$ cat src/rtl/ser_pkg.sv
// Shared types and sizing helpers for the parallel-to-serial bit feeder.
package ser_pkg;

    typedef enum logic {
        S_IDLE  = 1'b0,
        S_SHIFT = 1'b1
    } ser_state_t;

    localparam int unsigned MIN_WIDTH     = 2;
    localparam int unsigned MAX_WIDTH     = 32;
    localparam int unsigned DEFAULT_WIDTH = 4;

    // Bit-counter width for a given word width (never narrower than one bit).
    function automatic int unsigned cnt_width(input int unsigned width);
        return (width < 2) ? 1 : $clog2(width);
    endfunction

    localparam int unsigned DEFAULT_CNT_W = cnt_width(DEFAULT_WIDTH);

endpackage

$ cat src/rtl/ser_bit_feeder_if.sv
// Word-in / bit-out bundle between an upstream word source and the bit feeder.
interface ser_bit_feeder_if #(
    parameter int unsigned WIDTH = 4
);
    logic [WIDTH-1:0] in_data;
    logic             in_valid;
    logic             in_ready;
    logic             ser_out;
    logic             ser_valid;
    logic             word_done;
    logic             busy;

    modport master (
        output in_data, in_valid,
        input  in_ready, ser_out, ser_valid, word_done, busy
    );

    modport slave (
        input  in_data, in_valid,
        output in_ready, ser_out, ser_valid, word_done, busy
    );
endinterface

$ cat src/rtl/ser_hold_reg.sv
// Single-entry word buffer; ready whenever the entry is empty.
module ser_hold_reg #(
    parameter int unsigned WIDTH = 4
) (
    input  logic             clk,
    input  logic             rst,
    input  logic [WIDTH-1:0] load_data,
    input  logic             load,
    input  logic             take,
    output logic [WIDTH-1:0] data,
    output logic             valid,
    output logic             ready
);

    always_ff @(posedge clk) begin
        if (rst) begin
            data  <= '0;
            valid <= 1'b0;
        end else if (load) begin
            data  <= load_data;
            valid <= 1'b1;
        end else if (take) begin
            valid <= 1'b0;
        end
    end

    assign ready = !valid;

endmodule

$ cat src/rtl/ser_bit_feeder.sv
// Parallel-to-serial feeder: WIDTH-bit words in over valid/ready, one bit per clk out,
// with a one-word hold buffer so consecutive words stream without a gap.
module ser_bit_feeder
    import ser_pkg::*;
#(
    parameter int unsigned WIDTH     = 4,
    parameter bit          MSB_FIRST = 1'b0,
    parameter logic        IDLE_BIT  = 1'b0
) (
    input  logic             clk,
    input  logic             rst,
    ser_bit_feeder_if.slave  bus
);

    localparam int unsigned         CNT_W = cnt_width(WIDTH);
    localparam logic [CNT_W-1:0]    LAST  = CNT_W'(WIDTH - 1);

    ser_state_t       state;
    logic [WIDTH-1:0] sh;
    logic [CNT_W-1:0] cnt;
    logic [WIDTH-1:0] hold_data;
    logic             hold_valid;
    logic             hold_ready;

    logic             ser_out_q;
    logic             ser_valid_q;
    logic             word_done_q;

    logic             accept;
    logic             last;
    logic             load_sh;
    logic             hold_load;
    logic             hold_take;
    logic [WIDTH-1:0] load_word;
    logic [WIDTH-1:0] sh_shift;
    logic [CNT_W-1:0] cnt_inc;

    function automatic logic out_bit(input logic [WIDTH-1:0] v);
        return MSB_FIRST ? v[WIDTH-1] : v[0];
    endfunction

    ser_hold_reg #(.WIDTH(WIDTH)) u_hold (
        .clk       (clk),
        .rst       (rst),
        .load_data (bus.in_data),
        .load      (hold_load),
        .take      (hold_take),
        .data      (hold_data),
        .valid     (hold_valid),
        .ready     (hold_ready)
    );

    // At the last bit a held word has priority; otherwise a fresh word may bypass the hold.
    always_comb begin
        accept    = bus.in_valid && hold_ready;
        last      = (state == S_SHIFT) && (cnt == LAST);
        hold_take = last && hold_valid;
        hold_load = accept && (state == S_SHIFT) && !last;
        load_sh   = hold_take || (accept && ((state == S_IDLE) || (last && !hold_valid)));
        load_word = hold_take ? hold_data : bus.in_data;
        sh_shift  = MSB_FIRST ? {sh[WIDTH-2:0], 1'b0} : {1'b0, sh[WIDTH-1:1]};
        cnt_inc   = cnt + CNT_W'(1);
    end

    // FSM, shifter and counter; serial outputs are registered from next-cycle values.
    always_ff @(posedge clk) begin
        if (rst) begin
            state       <= S_IDLE;
            cnt         <= '0;
            sh          <= '0;
            ser_out_q   <= IDLE_BIT;
            ser_valid_q <= 1'b0;
            word_done_q <= 1'b0;
        end else if (load_sh) begin
            state       <= S_SHIFT;
            cnt         <= '0;
            sh          <= load_word;
            ser_out_q   <= out_bit(load_word);
            ser_valid_q <= 1'b1;
            word_done_q <= 1'b0;
        end else if ((state == S_SHIFT) && !last) begin
            cnt         <= cnt_inc;
            sh          <= sh_shift;
            ser_out_q   <= out_bit(sh_shift);
            ser_valid_q <= 1'b1;
            word_done_q <= (cnt_inc == LAST);
        end else if (last) begin
            state       <= S_IDLE;
            cnt         <= '0;
            sh          <= sh_shift;
            ser_out_q   <= IDLE_BIT;
            ser_valid_q <= 1'b0;
            word_done_q <= 1'b0;
        end
    end

    assign bus.in_ready  = hold_ready;
    assign bus.busy      = (state == S_SHIFT) || hold_valid;
    assign bus.ser_out   = ser_out_q;
    assign bus.ser_valid = ser_valid_q;
    assign bus.word_done = word_done_q;

endmodule

$ cat src/flat_wrapper.sv
// flat-port wrapper written by rule: the top's interface ports become plain ports
module ser_bit_feeder_flat import ser_pkg::*;
#(
    parameter int unsigned WIDTH     = 4,
    parameter bit          MSB_FIRST = 1'b0,
    parameter logic        IDLE_BIT  = 1'b0
)
  (clk, rst, bus_in_data, bus_in_valid, bus_in_ready, bus_ser_out, bus_ser_valid, bus_word_done, bus_busy);
  ser_bit_feeder_if #(.WIDTH(WIDTH)) bus_i ();
  input  logic clk;
  input  logic rst;
  input wire logic [$bits(bus_i.in_data)-1:0] bus_in_data;
  input wire logic [$bits(bus_i.in_valid)-1:0] bus_in_valid;
  output wire logic [$bits(bus_i.in_ready)-1:0] bus_in_ready;
  output wire logic [$bits(bus_i.ser_out)-1:0] bus_ser_out;
  output wire logic [$bits(bus_i.ser_valid)-1:0] bus_ser_valid;
  output wire logic [$bits(bus_i.word_done)-1:0] bus_word_done;
  output wire logic [$bits(bus_i.busy)-1:0] bus_busy;
  assign bus_i.in_data = bus_in_data;
  assign bus_i.in_valid = bus_in_valid;
  assign bus_in_ready = bus_i.in_ready;
  assign bus_ser_out = bus_i.ser_out;
  assign bus_ser_valid = bus_i.ser_valid;
  assign bus_word_done = bus_i.word_done;
  assign bus_busy = bus_i.busy;
  ser_bit_feeder #(.WIDTH(WIDTH), .MSB_FIRST(MSB_FIRST), .IDLE_BIT(IDLE_BIT)) u_core (.clk(clk), .rst(rst), .bus(bus_i));
endmodule
$ cat config.mk
export PLATFORM = sky130hd
export DESIGN_NAME = ser_bit_feeder_flat
export DESIGN_NICKNAME = d
export VERILOG_FILES = /design/src/rtl/ser_pkg.sv /design/src/rtl/ser_bit_feeder_if.sv /design/src/rtl/ser_hold_reg.sv /design/src/rtl/ser_bit_feeder.sv /design/src/flat_wrapper.sv
export SDC_FILE = /design/constraint.sdc
export NUM_CORES = 1
export LEC_CHECK = 0
export BUFFER_PORTS_ARGS = -buffer_cell sky130_fd_sc_hd__buf_4
export CORE_MARGIN = 5
export CORE_UTILIZATION = 55
export DETAILED_ROUTE_END_ITERATION = 7
export PLACE_DENSITY_LB_ADDON = 0.05
export SLEW_MARGIN = 25
export SYNTH_ARGS = -nofsm -noshare
export SYNTH_HDL_FRONTEND = slang
export SYNTH_SLANG_ARGS = --single-unit
$ cat constraint.sdc
create_clock -name clk -period 2.9 [get_ports clk]
set_input_delay 0.58 -clock clk [delete_from_list [all_inputs] [get_ports clk]]
set_output_delay 0.58 -clock clk [all_outputs]
set_load 0.05 [all_outputs]
==> impl_metrics.py <==
metrics = {
    "detailed_routing": {
        "totalWireLength_um": 1420,
        "vias_per_cell": 5.60,
        "routedWlPerCell_um": 13.0,
        "drt_iter0_markers": 10,
        "num_vias": 610,
        "ant_nets": 0,
        "dr.pass1.iters": 4,
        "drcViolationCount": 0,
    },
    "timing": {
        "fin_ws_ps": 988,
        "setup_tns_ps": 0,
        "setup_viol": 0,
        "fmax_mhz": 523,
        "report.final.hold_viol_count": 0,
        "relSlewSlack_pct": 73.3,
        "post-route-min-period_ps": 1910,
        "finalCritPeriodShare_pct": 65.9,
        "worst_clock_skew_ps": 5.88,
        "slew_violations": 0,
        "tightest_slew_ps": 400,
        "grt_setup_unrepaired": "false",
    },
    "cts": {
        "cts_max_level": 1,
        "path_clk_slew_ps": 90,
        "cts_tree": "done",
        "root_buffer": "clkbuf_4",
        "numCtsBuffers": 3,
        "insertion_delay_ps": 290,
        "cts-resized-gates": 0,
        "cts.sinks": 14,
        "postCtsSetupBuffers": 0,
        "postCtsHoldBufs": 0,
        "clockBufferDepth": 2,
    },
    "power_and_ir_drop": {
        "ir_drop_v": 0.000333,
        "p_per_area_nw_per_um2": 575,
        "power_w": 0.000470,
        "p_leak_nw": 0.328,
    },
    "min_path": {
        "hold_path_class": "reg -> reg",
    },
    "placement": {
        "finalWeightedCongestion": 0.755,
        "preCtsSetupSlack_ps": 1320,
        "portBuffers": 11,
        "hpwl_um": 1060,
        "dpl_cell_area_um2": 781,
    },
    "logic_synthesis": {
        "ys_seq_area_share_pct": 39.3,
        "netlist.area_leader.share_pct": 39.3,
        "ys_ff_latch": 14,
        "yosysWarnings": 0,
        "synth_top_family_by_area": "simple AND/OR/NAND/NOR gates",
        "synth_fp_nets": 92,
        "syn_area_um2": 713,
        "synth_compound_area_share_pct": 20.7,
        "synth.avg_cell_area_um2": 8.59,
        "synthAdderAreaFrac_pct": 3.51,
        "synth_area_leader_cell": "dfxtp_1",
        "muxShareOfSynthArea_pct": 5.61,
        "synthSimpleGateAreaFrac_pct": 23.5,
        "synth_area_leaders": "dfxtp_1, nor2_1, mux2i_1, nand2_1, a211oi_2",
        "synth_xor_area_share_pct": 0,
        "netlist_instances": 83,
        "synth_cell_types": 30,
    },
    "worst_setup_path": {
        "r2r-end": "u_core.u_hold.data[1]",
        "end_kind": "primary output",
        "cp-start-kind": "flip-flop",
        "slowest_delay_ps": 570,
        "path_cells": "inv_2 > nand2_1 > buf_4",
        "crit_path_end": "bus_busy",
        "r2r-start": "u_core.cnt[0]",
        "path_class": "reg -> out",
        "cp_max_fo": 12,
        "r2r_setup_slack_ps": 1350,
        "required_ps": 2320,
        "worstSetupStartpoint": "u_core.state",
        "arrival_ps": 1330,
        "critPathSlowestCell": "dfxtp_1",
        "reg2regPathDepth": 5,
    },
    "cells_and_area": {
        "final_area_um2": 817,
        "layout-drive-gt1-share_pct": 25.5,
        "fillCellCount": 128,
        "nets": 104,
        "antenna_cells": 0,
        "syn_to_final_growth_pct": 14.6,
    },
    "die": {
        "initial_utilization_pct": 56.2,
        "coreArea_um2": 1270,
        "die_w_um": 46.0,
        "io_pins": 12,
        "fp-row-count": 13,
        "die_h_um": 46.0,
        "die_area_um2": 2120,
    },
    "grt": {
        "grt.overflow.total": 0,
        "grt_pass1_wl_um": 2400,
        "grt_usage_pct": 15.8,
        "grt_max_degree": 15,
        "grt_pass1_vias": 566,
        "antenna_found_initial": 0,
    },
    "run_status": {
        "status": "finished clean",
    },
    "flow_run": {
        "max_cap_viol_count": 0,
    },
}
## registers in the layout, summed over array words and instances, names as in the netlist
name and flops:
u_core.bus.ser_out 1, u_core.bus.ser_valid 1, u_core.bus.word_done 1, u_core.cnt 2, u_core.sh 3, u_core.state 1
u_core.u_hold.data 4, u_core.u_hold.valid 1
## metrics by stage
step	instances	util [%]	hold slack (ps)
5_1_grt	109	64.4	499
6_report	109	64.4	473
3_3_place_gp	105	61.5	446
2_1_floorplan	83	-	436
4_1_cts	109	64.4	472
3_5_place_dp	105	61.5	460
## cell usage after synthesis, drive strengths merged
cell type  count
ha             2
clkbuf         2
a31oi          1
nand2          8
inv            5
nor3           5
nand4          1
nor2          12
nand3          2
o21a           1
a211oi         4
o21ai          6
buf            2
mux2i          4
dfxtp         14
a32oi          1
a311oi         1
a22o           2
a21oi          5
and2           1
nand2b         3
nor2b          1
## cell usage in the layout, fill, tap and decap left out
| cell | n |
|---|---|
| nand2_1 | 7 |
| o21ai_0 | 5 |
| nand2b_1 | 1 |
| nand2b_4 | 1 |
| a211oi_2 | 2 |
| a311oi_1 | 1 |
| nor3_1 | 5 |
| nand4_1 | 1 |
| dfxtp_1 | 14 |
| nor2_4 | 1 |
| a31oi_1 | 1 |
| o21ai_2 | 1 |
| a32oi_1 | 1 |
| nand2_2 | 1 |
| nor2_1 | 11 |
| ha_1 | 2 |
| clkbuf_8 | 1 |
| and2_1 | 1 |
| buf_4 | 11 |
| a22o_1 | 2 |
| nand3_1 | 2 |
| clkbuf_4 | 3 |
| mux2i_1 | 4 |
| a211oi_1 | 2 |
| o21a_1 | 1 |
| nand2b_2 | 1 |
| a21oi_1 | 5 |
| inv_2 | 2 |
| nor2b_1 | 1 |
| inv_1 | 3 |
## cells by family after synthesis
group	count (synthesis)
simple gates	33
compound gates	21
flops	14
buf+inv	9
mux	4
fa+ha+maj	2
## worst min path at each step
stage                      start                  to  slack, ps  cells after the start
detailed placement  u_core.sh[1]  u_core.bus.ser_out        460                      2
CTS                 u_core.sh[1]  u_core.bus.ser_out        470                      2
global placement    u_core.sh[1]  u_core.bus.ser_out        450                      2
global route        u_core.sh[1]  u_core.bus.ser_out        500                      2
finish              u_core.sh[1]  u_core.bus.ser_out        470                      2
floorplan           u_core.sh[1]  u_core.bus.ser_out        440                      2
## metal layers
layer,wire [um],track usage [%],vias up,part of all wire [%]
li1,-,-,314,-
met5,0,0,-,0
met2,653,23.1,10,46
met3,61,2.37,5,4.3
met1,666,21.3,281,47
met4,38,10.2,0,2.7
## power by group
part	internal (W)	switching (W)	leakage [nW]	total, W
combinational	0.0000406	0.0000652	0.192	0.000106
clock	0.0000766	0.0000677	0.0210	0.000144
sequential	0.000206	0.0000138	0.115	0.000220
total	0.000323	0.000147	0.328	0.000470
## critical path: cells and delay by family, from the launching register on
kind                   cells  cell delay, ps
buffers and inverters      2             360
flip-flops                 1             570
AND/OR/NAND/NOR            1             100
## final cells by class
type	instances	area [um2]	area share, %
clock buffer	4	36.3	4.44
inverter	5	18.8	2.30
multi-input combinational	60	380	46.6
sequential	14	280	34.3
tap	15	18.8	2.30
timing repair buffer	11	82.6	10.1
(Power assumes the default switching activity.)
